--- config.mk ---
export PLATFORM = sky130hd
export DESIGN_NAME = acc_result_reader
export DESIGN_NICKNAME = d
export VERILOG_FILES = /design/src/rtl/acc_result_reader.sv
export SDC_FILE = /design/constraint.sdc
export NUM_CORES = 1
export LEC_CHECK = 0
export CAP_MARGIN = 20
export CORE_ASPECT_RATIO = 0.9
export CORE_UTILIZATION = 53
export DETAILED_ROUTE_END_ITERATION = 12
export GPL_TIMING_DRIVEN = 0
export PLACE_DENSITY = 0.9
export SYNTH_ARGS = -nofsm -noshare
export SYNTH_HDL_FRONTEND = slang
export SYNTH_SLANG_ARGS = --single-unit
--- constraint.sdc ---
create_clock -name clk -period 2.8 [get_ports clk]
set_input_delay 0.56 -clock clk [delete_from_list [all_inputs] [get_ports clk]]
set_output_delay 0.56 -clock clk [all_outputs]
set_load 0.01 [all_outputs]
--- src/rtl/acc_result_reader.sv ---
// Consumer of completed neuron sums: emits a ReLU/shift/saturate activation per
// sample and reports the argmax class index and score once per layer pass.
module acc_result_reader #(
    parameter int DIN_W       = 22,
    parameter int NUM_NEURONS = 10,
    parameter int OUT_W       = 8,
    parameter int SHIFT       = 7,
    parameter int IDX_W       = 4
) (
    input  logic                    clk,
    input  logic                    rst,
    input  logic                    start,
    input  logic                    acc_valid,
    input  logic signed [DIN_W-1:0] acc_data,
    output logic                    act_valid,
    output logic [OUT_W-1:0]        act_data,
    output logic                    busy,
    output logic                    done,
    output logic [IDX_W-1:0]        class_idx,
    output logic signed [DIN_W-1:0] class_score
);

    typedef enum logic [1:0] {IDLE, COLLECT, DONE} state_t;

    localparam int                      ACT_MAX_INT = (1 << (OUT_W - 1)) - 1;
    localparam logic signed [DIN_W-1:0] ACT_MAX     = DIN_W'(ACT_MAX_INT);
    localparam logic [IDX_W-1:0]        LAST_IDX    = IDX_W'(NUM_NEURONS - 1);

    state_t                  state_q, state_d;
    logic [IDX_W-1:0]        count_q, count_d;
    logic                    first_q, first_d;
    logic signed [DIN_W-1:0] max_q, max_d;
    logic [IDX_W-1:0]        idx_q, idx_d;
    logic                    act_valid_q, act_valid_d;
    logic [OUT_W-1:0]        act_data_q, act_data_d;
    logic [IDX_W-1:0]        class_idx_q, class_idx_d;
    logic signed [DIN_W-1:0] class_score_q, class_score_d;

    logic                    accept;
    logic signed [DIN_W-1:0] shifted;
    logic [OUT_W-1:0]        act_val;

    assign accept  = (state_q == COLLECT) && acc_valid;
    assign shifted = acc_data >>> SHIFT;

    // Negative sums clamp to zero; positive sums saturate at the largest signed OUT_W value.
    always_comb begin
        act_val = '0;
        if (!acc_data[DIN_W-1]) begin
            if (shifted > ACT_MAX) act_val = ACT_MAX[OUT_W-1:0];
            else                   act_val = shifted[OUT_W-1:0];
        end
    end

    always_comb begin
        state_d       = state_q;
        count_d       = count_q;
        first_d       = first_q;
        max_d         = max_q;
        idx_d         = idx_q;
        act_valid_d   = accept;
        act_data_d    = act_data_q;
        class_idx_d   = class_idx_q;
        class_score_d = class_score_q;

        if (accept) begin
            act_data_d = act_val;
            count_d    = count_q + 1'b1;
            first_d    = 1'b0;
            if (first_q) begin
                max_d = acc_data;
                idx_d = '0;
            end else if (acc_data > max_q) begin
                max_d = acc_data;
                idx_d = count_q;
            end
        end

        unique case (state_q)
            IDLE: begin
                if (start) begin
                    state_d = COLLECT;
                    count_d = '0;
                    first_d = 1'b1;
                end
            end
            COLLECT: begin
                // Publish the result on the same edge that enters DONE, including the final sample.
                if (accept && count_q == LAST_IDX) begin
                    state_d       = DONE;
                    class_idx_d   = idx_d;
                    class_score_d = max_d;
                end
            end
            DONE:    state_d = IDLE;
            default: state_d = IDLE;
        endcase
    end

    always_ff @(posedge clk or negedge rst) begin
        if (!rst) begin
            state_q       <= IDLE;
            count_q       <= '0;
            first_q       <= 1'b0;
            max_q         <= '0;
            idx_q         <= '0;
            act_valid_q   <= 1'b0;
            act_data_q    <= '0;
            class_idx_q   <= '0;
            class_score_q <= '0;
        end else begin
            state_q       <= state_d;
            count_q       <= count_d;
            first_q       <= first_d;
            max_q         <= max_d;
            idx_q         <= idx_d;
            act_valid_q   <= act_valid_d;
            act_data_q    <= act_data_d;
            class_idx_q   <= class_idx_d;
            class_score_q <= class_score_d;
        end
    end

    assign act_valid   = act_valid_q;
    assign act_data    = act_data_q;
    assign busy        = (state_q != IDLE);
    assign done        = (state_q == DONE);
    assign class_idx   = class_idx_q;
    assign class_score = class_score_q;

endmodule

==> flow_metrics.tcl <==
set metrics [dict create \
    cts_tree "yes" \
    layout-drive-gt1-share_pct 16.4 \
    rr_worst_depth 9 \
    vias 3622 \
    port-buffer-count 62 \
    cp-end-kind "register" \
    io-pin-count 63 \
    die_x_microns 89.2 \
    drcViolationCount 0 \
    syn_inst 373 \
    setup-violations-final 9 \
    tightest_slew_ns 1.05 \
    start_util_pct 55.1 \
    antenna_found_initial 0 \
    cts_hold_buf 0 \
    crit_fanout 10 \
    synth-edff-count 0 \
    ys_async_sr_fraction_pct 100 \
    ys_ff_latch 68 \
    ant_nets 0 \
    totalWireLength_microns 11600 \
    grt_max_degree 69 \
    p_leak_nw 2.20 \
    powerDensity_nw_per_um2 1130 \
    cts.clk_slew.worst_paths_ns 0.08 \
    rrSetupSlack_ns 0.08 \
    die_h_microns 80.5 \
    cts_sinks 68 \
    yosys_warnings 0 \
    cts_max_level 3 \
    dp.final_hpwl_microns 6670 \
    clk_latency_ns 0.36 \
    dr.pass1.iters 7 \
    cp-start-kind "input port" \
    status "finished, violations left" \
    critPathRequiredTime_ns 3.07 \
    cts_buffers 9 \
    holdWs_ns 0.307 \
    setup_tns_ns -0.191 \
    drtIter0Drc 427 \
    row_count 28 \
    yosysUniqueCellTypes 47 \
    place_ws_ns -0.624 \
    timing.rr.end "class_score[4]" \
    overflow 0 \
    skew_ns 0.0132 \
    grt_pass1_wl_microns 16100 \
    die_area_sq_um 7180 \
    r2r-start "max_q[4]" \
    fin_ws_ns -0.0511 \
    wl_per_cell_microns 21.3 \
    min_period_over_period_pct 102 \
    grt_pass1_vias 3433 \
    final_nets 497 \
    cts_buffer_depth 2 \
    max_cap_violations 0 \
    hold_violations 0 \
    gp_congestion 0.861 \
    core_sq_um 6590 \
    fill_cells 405 \
    drv_slew 0 \
    avgSynthCellArea_sq_um 9.73 \
    fmax_mhz 351 \
    root_buffer "clkbuf_8" \
    synthFlopType "dfrtp_1" \
    min_period_ns 2.85 \
    ir_drop_mv 0.597 \
    syn2layout_area_growth_pct 35.9 \
    synthesis.nets 423 \
    violations "negative setup slack" \
    slew-limit-headroom_pct 30.2 \
    ys_seq_area_share_pct 46.9 \
    hp-class "input port to async pin" \
    viasPerCell 6.68 \
    diodes 0 \
    worst-setup-path-type "input port to register" \
    syn_area_sq_um 3630 \
    grt.total_usage_pct 30.0 \
    arrival_ns 3.12 \
]
[metal layers]
metal,share of wire [%],wire length [microns],GRT usage [%]
met1,38,4390,38.9
met5,0,0,0
met4,5.9,679,16.0
met2,48,5500,46.9
met3,8.5,981,5.96
[layout by cell type, fill, tap and decap left out, types with 2 or more instances in the layout]
cell,n
clkinv_2,3
clkbuf_1,9
clkbuf_2,7
buf_4,5
a221o_1,5
nor4_4,2
o21ai_0,4
o311ai_4,9
nand2b_1,5
xor2_1,2
buf_12,2
a31oi_1,22
dlymetal6s2s_1,11
a21oi_1,11
dfrtp_1,68
nand3_1,2
nor4b_2,2
nand4_1,27
inv_1,28
nor3b_1,2
ha_4,9
o21a_1,2
o311ai_2,7
clkdlybuf4s50_1,44
nor3_1,5
o311ai_1,8
o21ai_1,2
ha_1,15
o31ai_1,7
dlygate4sd2_1,6
nand2_1,41
nor2_1,42
buf_2,6
clkbuf_8,9
buf_6,2
[synth_stat cells, types with 6 or more instances]
cell type,count,share of area (%)
nand2_1,41,4.2
inv_1,28,2.9
dfrtp_1,68,47
o31ai_1,7,1.4
nand4_1,27,4.7
clkbuf_1,13,1.3
a21oi_1,11,1.5
buf_2,8,1.1
nor2_1,42,4.3
a31oi_1,22,3.8
o311ai_1,7,1.7
o311ai_0,13,3.1
o21ai_0,6,0.83
ha_1,24,8.3
[state kept, by name, indices dropped and copies added (netlist names)]
name / cells
idx_q: 4
first_q: 1
act_data: 8
max_q: 22
class_idx: 4
act_valid: 1
state_q: 2
count_q: 4
class_score: 22
[critical path, cell delays in order]
cell and delay (ns):
clkdlybuf4s50_1 0.45, ha_1 0.34, nand2b_1 0.11, a21oi_1 0.10, o31a_2 0.39, o21ai_1 0.38
clkbuf_2 0.35, nand4_1 0.21, a31oi_1 0.22
[logic make-up after synthesis]
logic type | count (synthesis) | share of synthesized area, %
compound gates | 85 | 17.9
buf+inv | 56 | 7.03
simple gates | 136 | 18.9
mux | 1 | 0.310
fa+ha+maj | 24 | 8.28
xor+xnor | 3 | 0.724
flops | 68 | 46.9
[stage by stage]
| stage | area (sq um) | cells | power (mW) | util (%) |
|---|---|---|---|---|
| final | 4930 | 542 | 5.58 | 74.9 |
| after detailed placement | 4360 | 525 | 4.14 | 66.2 |
| after global routing | 4930 | 542 | 5.85 | 74.9 |
| after CTS | 4670 | 540 | 5.08 | 70.9 |
| after floorplan | 3630 | 373 | 3.19 | - |
| after global placement | 4360 | 525 | 4.01 | 66.2 |
[how the worst max path moves through the flow]
stage                       startpoint         endpoint  cells after the start
after CTS                 acc_data[13]  class_score[17]                     10
after global routing       acc_data[1]  class_score[12]                      9
after global placement             rst         max_q[9]                      1
final                      acc_data[1]   class_score[4]                      9
after floorplan            acc_data[4]     class_idx[1]                      8
after detailed placement  acc_data[21]  class_score[13]                      9
[power by group]
part / switching [mW] / total, mW / internal (mW)
registers: 0.303 / 1.72 / 1.42
logic: 1.74 / 3.06 / 1.32
clock network: 0.386 / 0.793 / 0.407
total: 2.43 / 5.58 / 3.15
[timing repair]
action / in CTS / in global routing
setup buffers: 0 / 2
gates cloned: 0 / 0
pin swaps: 7 / 12
resized for setup: 36 / 51
setup endpoints to repair: 45 / 50
[layout make-up]
cell class | instances | area [sq um] | share of cell area [%]
Buffer | 27 | 173 | 3.50
Clock buffer | 11 | 131 | 2.66
Clock inverter | 5 | 52.6 | 1.07
Inverter | 28 | 105 | 2.13
Multi-Input combinational cell | 249 | 2000 | 40.6
Sequential cell | 68 | 1700 | 34.5
Tap cell | 90 | 113 | 2.28
Timing Repair Buffer | 64 | 653 | 13.2
Note: power is estimated with default switching activity, not from simulation.
